===== config.mk =====
export PLATFORM = sky130hd
export DESIGN_NAME = fifo_wr_arbiter_flat
export DESIGN_NICKNAME = d
export VERILOG_FILES = /design/src/rtl/fifo_wr_arbiter_if.sv /design/src/rtl/fifo_wr_arbiter.sv /design/src/flat_wrapper.sv
export SDC_FILE = /design/constraint.sdc
export NUM_CORES = 1
export LEC_CHECK = 0
export ABC_AREA = 1
export CORE_MARGIN = 2
export CORE_UTILIZATION = 25
export DETAILED_ROUTE_END_ITERATION = 6
export GPL_TIMING_DRIVEN = 0
export PLACE_DENSITY = 0.72
export SYNTH_ARGS = -nofsm -noshare
export SYNTH_HDL_FRONTEND = slang
export SYNTH_SLANG_ARGS = --single-unit

===== constraint.sdc =====
create_clock -name clk_i -period 3.51 [get_ports clk_i]
set_input_delay 0.351 -clock clk_i [delete_from_list [all_inputs] [get_ports clk_i]]
set_output_delay 0.351 -clock clk_i [all_outputs]
set_load 0.05 [all_outputs]

===== src/rtl/fifo_wr_arbiter_if.sv =====
`default_nettype none
// ============================================================================
//  Module   : fifo_wr_arbiter_if
//  Purpose  : Bundles the producer request bus, the FIFO write port and the
//             grant/accept handshake shared between the write arbiter and
//             the producers/FIFO around it.
//  Ports    : master - arbiter view (consumes requests, drives FIFO port)
//             slave  - producer/FIFO view (drives requests, observes grants)
//  Revision : 1.0  initial release
// ============================================================================
interface fifo_wr_arbiter_if #(
  parameter int N_REQ = 4,
  parameter int WIDTH = 32
);
  logic [N_REQ-1:0]       req;
  logic [N_REQ*WIDTH-1:0] req_data;
  logic [N_REQ-1:0]       req_last;
  logic                   fifo_full;
  logic [N_REQ-1:0]       gnt;
  logic [N_REQ-1:0]       accept;
  logic                   fifo_cs;
  logic                   fifo_we;
  logic [WIDTH-1:0]       fifo_din;

  modport master (
    input  req, req_data, req_last, fifo_full,
    output gnt, accept, fifo_cs, fifo_we, fifo_din
  );

  modport slave (
    output req, req_data, req_last, fifo_full,
    input  gnt, accept, fifo_cs, fifo_we, fifo_din
  );
endinterface
`default_nettype wire


===== src/rtl/fifo_wr_arbiter.sv =====
`default_nettype none
// ============================================================================
//  Module   : fifo_wr_arbiter
//  Purpose  : Round-robin arbiter letting N_REQ producers share one FIFO
//             write port. A grant lasts until the owner marks its last beat,
//             MAX_BURST beats have been accepted, or the owner withdraws.
//             One idle cycle always separates consecutive grants.
//  Ports    : clk_i   - clock, rising edge
//             rst_ni  - asynchronous active-low reset
//             bus     - request bus / FIFO write port (master modport)
//                       req, req_data, req_last, fifo_full  (in)
//                       gnt, accept, fifo_cs, fifo_we, fifo_din (out)
//  Revision : 1.0  initial release
// ============================================================================
module fifo_wr_arbiter #(
  parameter int N_REQ     = 4,
  parameter int WIDTH     = 32,
  parameter int MAX_BURST = 4
) (
  input  logic               clk_i,
  input  logic               rst_ni,
  fifo_wr_arbiter_if.master  bus
);

  localparam int IW = $clog2(N_REQ);
  localparam int CW = $clog2(MAX_BURST) + 1;

  typedef enum logic [0:0] {
    S_IDLE  = 1'b0,
    S_GRANT = 1'b1
  } state_e;

  state_e           state_q;
  logic [IW-1:0]    owner_q;
  logic [IW-1:0]    last_winner_q;
  logic [CW-1:0]    cnt_q;
  logic [N_REQ-1:0] gnt_q;

  logic [IW-1:0]    owner_d;
  logic             found_d;
  logic [IW-1:0]    cand;

  logic [WIDTH-1:0] data_arr [N_REQ];
  logic             owner_req;
  logic             owner_last;
  logic             beat_we;
  logic             burst_done;

  // Unpack the flat producer data bus so the owner's word is a plain index.
  for (genvar gi = 0; gi < N_REQ; gi++) begin : g_unpack
    assign data_arr[gi] = bus.req_data[gi*WIDTH +: WIDTH];
  end

  // Round-robin search: start one past the previous winner and wrap, so the
  // most recent owner has the lowest priority in the next arbitration.
  always_comb begin
    found_d = 1'b0;
    owner_d = '0;
    cand    = '0;
    for (int i = 1; i <= N_REQ; i++) begin
      cand = IW'((int'(last_winner_q) + i) % N_REQ);
      if (!found_d && bus.req[cand]) begin
        found_d = 1'b1;
        owner_d = cand;
      end
    end
  end

  assign owner_req  = bus.req[owner_q];
  assign owner_last = bus.req_last[owner_q];
  assign beat_we    = (state_q == S_GRANT) && owner_req && !bus.fifo_full;
  assign burst_done = owner_last || ((cnt_q + CW'(1)) == CW'(MAX_BURST));

  // gnt_q is one-hot on owner_q throughout GRANT, so masking it with the
  // write strobe yields the one-hot accept vector directly.
  assign bus.gnt      = gnt_q;
  assign bus.accept   = gnt_q & {N_REQ{beat_we}};
  assign bus.fifo_we  = beat_we;
  assign bus.fifo_cs  = (state_q == S_GRANT);
  assign bus.fifo_din = (state_q == S_GRANT) ? data_arr[owner_q] : '0;

  always_ff @(posedge clk_i or negedge rst_ni) begin
    if (!rst_ni) begin
      state_q       <= S_IDLE;
      owner_q       <= '0;
      last_winner_q <= IW'(N_REQ - 1);
      cnt_q         <= '0;
      gnt_q         <= '0;
    end else begin
      case (state_q)
        S_IDLE: begin
          cnt_q <= '0;
          if (found_d) begin
            state_q <= S_GRANT;
            owner_q <= owner_d;
            gnt_q   <= {{(N_REQ-1){1'b0}}, 1'b1} << owner_d;
          end else begin
            gnt_q <= '0;
          end
        end
        S_GRANT: begin
          if (!owner_req) begin
            // Producer withdrew: release without writing this cycle.
            state_q       <= S_IDLE;
            last_winner_q <= owner_q;
            gnt_q         <= '0;
          end else if (beat_we) begin
            cnt_q <= cnt_q + CW'(1);
            if (burst_done) begin
              state_q       <= S_IDLE;
              last_winner_q <= owner_q;
              gnt_q         <= '0;
            end
          end
          // fifo_full with owner still requesting: hold everything.
        end
        default: begin
          state_q <= S_IDLE;
          gnt_q   <= '0;
        end
      endcase
    end
  end

endmodule
`default_nettype wire


===== src/flat_wrapper.sv =====
// flat-port wrapper written by rule: the top's interface ports become plain ports
module fifo_wr_arbiter_flat 
#(
  parameter int N_REQ     = 4,
  parameter int WIDTH     = 32,
  parameter int MAX_BURST = 4
)
  (clk_i, rst_ni, bus_req, bus_req_data, bus_req_last, bus_fifo_full, bus_gnt, bus_accept, bus_fifo_cs, bus_fifo_we, bus_fifo_din);
  fifo_wr_arbiter_if #(.N_REQ(N_REQ), .WIDTH(WIDTH)) bus_i ();
  input  logic clk_i;
  input  logic rst_ni;
  input wire logic [$bits(bus_i.req)-1:0] bus_req;
  input wire logic [$bits(bus_i.req_data)-1:0] bus_req_data;
  input wire logic [$bits(bus_i.req_last)-1:0] bus_req_last;
  input wire logic [$bits(bus_i.fifo_full)-1:0] bus_fifo_full;
  output wire logic [$bits(bus_i.gnt)-1:0] bus_gnt;
  output wire logic [$bits(bus_i.accept)-1:0] bus_accept;
  output wire logic [$bits(bus_i.fifo_cs)-1:0] bus_fifo_cs;
  output wire logic [$bits(bus_i.fifo_we)-1:0] bus_fifo_we;
  output wire logic [$bits(bus_i.fifo_din)-1:0] bus_fifo_din;
  assign bus_i.req = bus_req;
  assign bus_i.req_data = bus_req_data;
  assign bus_i.req_last = bus_req_last;
  assign bus_i.fifo_full = bus_fifo_full;
  assign bus_gnt = bus_i.gnt;
  assign bus_accept = bus_i.accept;
  assign bus_fifo_cs = bus_i.fifo_cs;
  assign bus_fifo_we = bus_i.fifo_we;
  assign bus_fifo_din = bus_i.fifo_din;
  fifo_wr_arbiter #(.N_REQ(N_REQ), .WIDTH(WIDTH), .MAX_BURST(MAX_BURST)) u_core (.clk_i(clk_i), .rst_ni(rst_ni), .bus(bus_i));
endmodule

==> run summary <==
CTS H-Tree Depth = 1
wire per inst = 13.77 um
kind of critical path = reg -> out
design area = 0.004005 mm2
Syn Std Cell Area = 0.002021 mm2
Worst setup EP type = output pin
placed cells = 675
Post-synth EDFFs = 0
Synth top area share = 24.89%
Commonest cells post-synth = nor2_1 (134), o21ai_0 (68), nand2_1 (56), a21oi_1 (36)
final net count = 719
Lkg Pwr = 1.649 nW
Core Region = 0.007767 mm2
worst stage delay on the critical path = 0.86 ns
Post-synth ARST share = 100.0%
status = finished clean
port bufs = 180
Slew Limit Fails = 0
WP buf/inv = 4
Area Overhead vs Synth = 98.20%
Avg Cell Area, Syn = 5.142 um2
initial antenna violation count = 0
synth top area cells = nor2_1 (25%), o21ai_0 (17%), dfrtp_1 (12%), nand2_1 (10%), a21oi_1 (8.9%)
initial drt markers = 100
Global Route Usage Sum = 20.51%
top-count cell post-synth = nor2_1
final period utilization = 82.44%
Fin Hold WS = 0.4643 ns
cts bufs inserted = 3
Primary FF master, synth = dfrtp_1
die area = 0.008818 mm2
clock skew = 0.0006158 ns
Mapped Nets = 534
largest net degree at the start of global routing = 13
Tightest Pin Transition = 0.5527 ns
Post-CTS Hold Buffers = 0
Setup crit start kind = register
post-route ant nets = 0
worst endpoint required time = 3.16 ns
vias in the first global route = 3,175
fin cells = 679
Vias = 3,198
Post-CTS Setup Inserts = 0
Power Total = 3.693 mW
Cells after Synth = 393
CTS tree = built
first-pass GRT wire length = 14,500 um
cell at the slowest stage of the critical path = clkdlybuf4s50_1
synthesized flop and latch total = 12
crit-path max FO = 10
Die Span Y = 93.91 um
DRT Pass-1 Iters = 4
n_diodes = 0
Hold/Removal Path Class = in -> async
Clock Sinks = 12
starting density of the core = 26.01%
via/cell ratio = 4.710
clock latency on the worst-skew pair = 0.24 ns
final hold vios = 0
power density over the cells = 922.1 mW/mm2
fill count = 785
library cells used by synthesis = 27
width of the die = 93.91 um
HPWL after DPL = 7700 um
CTS-repair resized insts = 0
Max Clock Freq = 345.6 MHz
Worst Path Arrival = 2.54 ns
Max-cap violations = 0
share of cells above drive strength 1 = 6.586%
row count = 32
unrepaired setup endpoints after global routing = no
Max-slew headroom = 63.04%
post-place instance area = 0.003950 mm2
Seq/Total Area, Yosys = 14.98%
Final Wtd Congestion = 0.8534
CTS root buf = clkbuf_8
I/O pin cnt = 181
setup violators final = 0
DRC errors left = 0
fin crit period = 2.894 ns
Peak VDD IR = 0.0006002 V
Crit path max-delay family = buffers and inverters
Cell Chain, Critical Path = buf_6, buf_2, buf_2, nor2_1, nor2_1, o21ai_0, a21oi_1, clkdlybuf4s50_1
setup TNS = 0 ns
gr ovfl total = 0
drt total wl = 9349 um
Max Root-Sink Buffers = 2
Ys Warns = 0
clock transition at the registers of the reported paths = 0.05 ns
Synth area leader = nor2_1
==> worst paths after layout <==
path | from | end | slack [ns] | cells past startpoint
max | u_core.owner_q[0] | bus_fifo_din[0] | 0.62 | 8
min | rst_ni | u_core.bus.gnt[2] | 0.46 | 1
max reg2reg | u_core.last_winner_q[0] | u_core.owner_q[0] | 1.75 | 11
min reg2reg | u_core.bus.gnt[3] | u_core.bus.gnt[3] | 0.51 | 2
max in group asynchronous | rst_ni | u_core.last_winner_q[1] | 2.68 | 1
min in group clk_i | u_core.bus.gnt[3] | u_core.bus.gnt[3] | 0.51 | 2
==> through the flow <==
stage | utilization (%) | setup slack [ns]
after floorplan | - | 1.133
after global placement | 50.85 | 0.7488
after detailed placement | 50.85 | 0.7169
after CTS | 51.56 | 0.5844
after global routing | 51.56 | 0.4371
final | 51.56 | 0.6163
==> routing by layer <==
layer | routed length, um | global-route usage, % | up-vias
li1 | - | - | 1639
met1 | 3650 | 22.37 | 1421
met2 | 4851 | 39.88 | 121
met3 | 662 | 3.933 | 17
met4 | 184 | 5.435 | 0
met5 | 0 | 0 | -
==> power breakdown <==
group	total [mW]	switching, mW	internal (mW)
Sequential	0.231	0.0313	0.199
Combinational	3.31	2.21	1.10
Clock	0.153	0.0538	0.0993
==> registers in the layout (all words and copies together) (netlist names) <==
| name | cells |
|---|---|
| u_core.bus.gnt | 4 |
| u_core.bus.fifo_cs | 1 |
| u_core.last_winner_q | 2 |
| u_core.cnt_q | 3 |
| u_core.owner_q | 2 |
==> layout by cell type, fill, tap and decap left out, drive strengths merged <==
master	n
a21oi	36
clkdlybuf4s50	180
inv	22
dfrtp	10
nand3	19
nor2	138
and2	1
xnor2	1
dfstp	2
nand4	2
clkbuf	17
ha	2
o21bai	2
nand2	59
o21ai	71
buf	15
==> cell families (layout without fill, tap and decap cells) <==
| logic type | count (synthesis) | after routing | synth area share [%] |
|---|---|---|---|
| adders and majority gates | 2 | 2 | 1.238 |
| DFF | 12 | 12 | 14.98 |
| xor gates and xnor gates | 1 | 1 | 0.4335 |
| and+or+nand+nor | 219 | 219 | 44.33 |
| AOI/OAI and AO/OA | 109 | 109 | 27.80 |
| buffers and inverters | 50 | 234 | 11.21 |
==> area by class of cell <==
type                    count  area, um2  share of cell area [%]
plain buffers              28      136.4                   3.405
clock buffers               4      55.05                   1.375
inverters                  22      90.09                   2.249
multi-input cells         331       1491                   37.24
flip-flops and latches     12      302.8                   7.560
well taps                 102      127.6                   3.186
repair buffers            180       1802                   44.99
==> worst reg2reg max path: stages (launching register included) <==
cell     delay, ns
dfstp_2       0.51
buf_4         0.16
inv_4         0.08
nand2_1       0.06
nand2_1       0.09
nand2_1       0.10
nand2_1       0.08
nor2_2        0.13
nand3_2       0.12
nand2_2       0.12
nand2_1       0.05
and2_1        0.15
(Power assumes the default switching activity.)
